$ cat src/rtl/operand_fetch_unit.sv
// Operand fetch unit: small register bank with ALU write-back, two-operand fetch FSM and valid/ready output.
// Optional macro OPERAND_FETCH_BYPASS_EN forwards a same-edge write-back into the operand being read.
module operand_fetch_unit #(
    parameter int unsigned DATA_W = 8,
    parameter int unsigned NREGS  = 4,
    parameter int unsigned AW     = 2
) (
    input  logic              clk,
    input  logic              rst,
    input  logic              req_valid,
    output logic              req_ready,
    input  logic [AW-1:0]     src_a,
    input  logic [AW-1:0]     src_b,
    input  logic              wr_en,
    input  logic [AW-1:0]     wr_addr,
    input  logic [DATA_W-1:0] wr_data,
    output logic              op_valid,
    input  logic              op_ready,
    output logic [DATA_W-1:0] op_a,
    output logic [DATA_W-1:0] op_b,
    output logic              busy
);

    typedef enum logic [1:0] {
        IDLE    = 2'd0,
        READ_A  = 2'd1,
        READ_B  = 2'd2,
        PRESENT = 2'd3
    } state_t;

    state_t            state;
    logic [DATA_W-1:0] regs [NREGS];
    logic [AW-1:0]     idx_a;
    logic [AW-1:0]     idx_b;
    logic              wr_ok_c;

    assign wr_ok_c = wr_en && (32'(wr_addr) < NREGS);

    // Value captured for a read of index idx; out-of-range indices read as zero.
    function automatic logic [DATA_W-1:0] fetch_val(input logic [AW-1:0] idx);
        logic [DATA_W-1:0] v;
        v = '0;
        for (int unsigned i = 0; i < NREGS; i++) begin
            if (32'(idx) == i) v = regs[i];
        end
`ifdef OPERAND_FETCH_BYPASS_EN
        if (wr_ok_c && (wr_addr == idx)) v = wr_data;
`endif
        return v;
    endfunction

    // Write-back port, active in every FSM state.
    always_ff @(posedge clk or posedge rst) begin
        if (rst) begin
            for (int unsigned i = 0; i < NREGS; i++) regs[i] <= '0;
        end else if (wr_ok_c) begin
            regs[wr_addr] <= wr_data;
        end
    end

    // Fetch FSM with registered handshake and status outputs.
    always_ff @(posedge clk or posedge rst) begin
        if (rst) begin
            state     <= IDLE;
            idx_a     <= '0;
            idx_b     <= '0;
            op_a      <= '0;
            op_b      <= '0;
            op_valid  <= 1'b0;
            req_ready <= 1'b1;
            busy      <= 1'b0;
        end else begin
            case (state)
                IDLE: begin
                    if (req_valid) begin
                        idx_a     <= src_a;
                        idx_b     <= src_b;
                        state     <= READ_A;
                        req_ready <= 1'b0;
                        busy      <= 1'b1;
                    end
                end
                READ_A: begin
                    op_a  <= fetch_val(idx_a);
                    state <= READ_B;
                end
                READ_B: begin
                    op_b     <= fetch_val(idx_b);
                    op_valid <= 1'b1;
                    state    <= PRESENT;
                end
                PRESENT: begin
                    // Operands are a snapshot: held until the ALU accepts them.
                    if (op_ready) begin
                        op_valid  <= 1'b0;
                        req_ready <= 1'b1;
                        busy      <= 1'b0;
                        state     <= IDLE;
                    end
                end
                default: begin
                    op_valid  <= 1'b0;
                    req_ready <= 1'b1;
                    busy      <= 1'b0;
                    state     <= IDLE;
                end
            endcase
        end
    end

endmodule

$ cat config.mk
export PLATFORM = sky130hd
export DESIGN_NAME = operand_fetch_unit
export DESIGN_NICKNAME = d
export VERILOG_FILES = /design/src/rtl/operand_fetch_unit.sv
export SDC_FILE = /design/constraint.sdc
export NUM_CORES = 1
export LEC_CHECK = 0
export ABC_AREA = 1
export ABC_CLOCK_PERIOD_IN_PS = 2050
export CAP_MARGIN = 15
export CORE_ASPECT_RATIO = 0.6
export CORE_MARGIN = 2
export CORE_UTILIZATION = 45
export DETAILED_ROUTE_END_ITERATION = 10
export GPL_TIMING_DRIVEN = 0
export PLACE_DENSITY = 0.66
export SLEW_MARGIN = 20
export SYNTH_ARGS = -nofsm -noshare
export SYNTH_HDL_FRONTEND = slang
export SYNTH_SLANG_ARGS = --single-unit
$ cat constraint.sdc
create_clock -name clk -period 2.05 [get_ports clk]
set_input_delay 0.41 -clock clk [delete_from_list [all_inputs] [get_ports clk]]
set_output_delay 0.41 -clock clk [all_outputs]
set_load 0.01 [all_outputs]
==> metrics, run 1 <==
die area=6826 um2; most common cell after layout, fill and taps aside=nand2_1; CTS Buf Count=9; antenna cells=0; Layout Area Growth over Synthesis=25.50%; routed wire length=6.629 mm; Tmin final=1.820 ns; Critical Path Start Type=register; Avg WL per Cell=14.23 um; share of the synthesized area in the top cell type=50.54%; Synth Area per Inst=8.428 um2; postcts setup bufs=0; Critical Setup Path Class=reg2out; power per cell area=1366 nW/um2; period utilization=88.78%; Max Freq=549.5 MHz; clock skew=about 0.0094 ns; crit-path cells=clkdlybuf4s50_1; Initial Util=45.99%; Die Span X=105.3 um; Post-Syn Instances=329; cell taking the most area after synthesis=dfrtp_1; clock sink count=57; Fin Setup TNS=0 ns; Fill cells=568; Crit-path slowest cell=dfstp_2; Slew @ Worst Pin=0.6959 ns; Final ANT Viol Nets=0; Worst slew margin=53.61%; fin cells=~470; register area share after synthesis=51.49%; GRT met1 Usage=34.33%; multi-input logic area=around 1100 um2; post-synth net total=352; PostCTS Resize Cnt=0; Synthesis Warnings=0; Worst EP required=1.64 ns; # rows=22; final hold violation count=0; crit path capture type=output port; Ports=38; number of global-route vias before repair=approximately 2200; hpwl dp=4.948 mm; Starting DRT DRC Count=192; Worst VDD drop=between 0.5 and 0.6 mV; Seq cells post-synth=57; CP peak stage delay=around 0.53 ns; Mapped Area=about 2800 um2; Core ar.=6028 um2; Worst Path Buf+Inv=1; Inst Count DP=450; vias per cell=5.049; CTS tree=built; Final GP Congestion=0.8527; grt peak-use layer=met1; drc violations=0; Crit path arrival time=roughly 1.4 ns; Reg2Reg Setup Slack=0.65 ns; # port buffers=37; Post-CTS Hold Buffers=0; library cells used by synthesis=18; final net count=400; Slew Limit Fails=0; status=complete, no violations; GRT Resource Usage Total=21.80%; CTS Buffer Depth=2; htree depth=3; first-pass GRT wire length=11.17 mm; via total after detailed routing=around 2400; register area=1428 um2; commonest non-fill, non-tap cells in the layout=nand2_1, dfrtp_1, clkdlybuf4s50_1; met2 usage in global routing=roughly 27%; DR pass1 iterations=5; Worst-Skew Late Latency=0.35 ns; P_leak=1.695 nW; GR Overflow Total=0; largest net degree at the start of global routing=58; cells taking the most area after synthesis=dfrtp_1, nand2_1, o21ai_2, nand3_1, inv_1; Hold Path Class=reg2reg; initial antenna violation count=0; die height=64.80 um; layout cell share with drive strength beyond 1=between 10% and 20%; root buffer cell=clkbuf_8; Max FO, Critical Path=2; number of max-cap violations=0; clock slew at reported path FFs=0.07 ns; count of final setup violators=0; unrepaired setup endpoints after global routing=no; met3 Use GR=7.948%; CP top delay family=flip-flops
[final timing paths]
check,start,end,cells past startpoint
max,req_ready,req_ready,1
min,op_b[5],op_b[5],2
max reg2reg,state[1],op_a[7],7
min reg2reg,op_b[5],op_b[5],2
max in group asynchronous,rst,regs[8],2
min in group asynchronous,rst,op_valid,2
[registers in the layout, indices dropped and copies added (netlist names)]
name and cells:
regs 32, state 2, op_b 8, op_valid 1, op_a 8, idx_a 2, req_ready 1, busy 1
idx_b 2
[report_power, final]
group          switching, mW  internal [mW]
Combinational           1.06          0.771
Sequential             0.263           1.46
Clock                  0.476          0.718
Total                   1.80           2.95
[through the flow]
step / setup slack, ns / area (um2) / hold slack, ns / power (mW) / utilization, %
after floorplan: 0.2420 / 2773 / 0.4550 / 2.838 / -
after global placement: -0.7914 / 3248 / 0.4617 / 3.489 / 53.88
after detailed placement: 0.3654 / 3251 / 0.4683 / 3.553 / 53.92
after CTS: 0.2096 / 3480 / 0.4859 / 4.761 / 57.72
after global routing: 0.1777 / 3480 / 0.5058 / 5.116 / 57.72
final: 0.2301 / 3480 / 0.4812 / 4.753 / 57.72
[routing by layer]
metal | wire, um | share of wire [%]
met5 | 0 | 0
met1 | 3657 | 55
met2 | 2363 | 36
met4 | 87 | 1.3
met3 | 520 | 7.8
[cells in the mapped netlist]
library cell	instances
o21ai_1	8
o21a_1	1
dfrtp_1	56
inv_1	31
dfstp_2	1
nand3_2	2
ha_1	4
nand2_1	109
inv_2	1
buf_6	4
o21ai_0	23
nor2_1	3
buf_2	6
nor2_2	3
o21ai_2	24
nand3_1	33
a21oi_1	18
nand2_2	2
[logic make-up after synthesis]
kind of cell             after synthesis  share of synthesized area [%]
flip-flops                            57                          51.49
AND/OR/NAND/NOR                      152                          22.97
buffers and inverters                 42                          7.039
AO/OA/AOI/OAI                         74                          16.70
adder cells (fa/ha/maj)                4                          1.805
[cell type report]
class	instances	share of cell area (%)
clock buffers	10	3.955
clock inverters	6	2.625
plain buffers	10	2.157
inverters	32	3.524
well taps	84	3.020
multi-input cells	230	33.05
flip-flops and latches	57	41.03
repair buffers	37	10.64
(Power assumes the default switching activity.)
==> run 2, diff against run 1 <==
--- a/config.mk
+++ b/config.mk
@@ -6,7 +6,7 @@
 export NUM_CORES = 1
 export LEC_CHECK = 0
 export ABC_AREA = 1
-export ABC_CLOCK_PERIOD_IN_PS = 2050
+export ABC_CLOCK_PERIOD_IN_PS = 2000
 export CAP_MARGIN = 15
 export CORE_ASPECT_RATIO = 0.6
 export CORE_MARGIN = 2
==> constraint.sdc (replaced) <==
create_clock -name clk -period 2 [get_ports clk]
set_input_delay 0.4 -clock clk [delete_from_list [all_inputs] [get_ports clk]]
set_output_delay 0.4 -clock clk [all_outputs]
set_load 0.01 [all_outputs]
==> results of run 2 <==
Same layout as run 1 (identical final DEF). Status: complete, no violations.
Main changes from that run: setup slack after placement 0.3654 ns -> 0.3254 ns; setup slack after layout 0.2301 ns -> 0.1901 ns; register-to-register setup slack 0.65 ns -> 0.60 ns; total power 4.753 mW -> 4.871 mW; worst IR drop on VDD 0.5569 mV -> 0.5708 mV
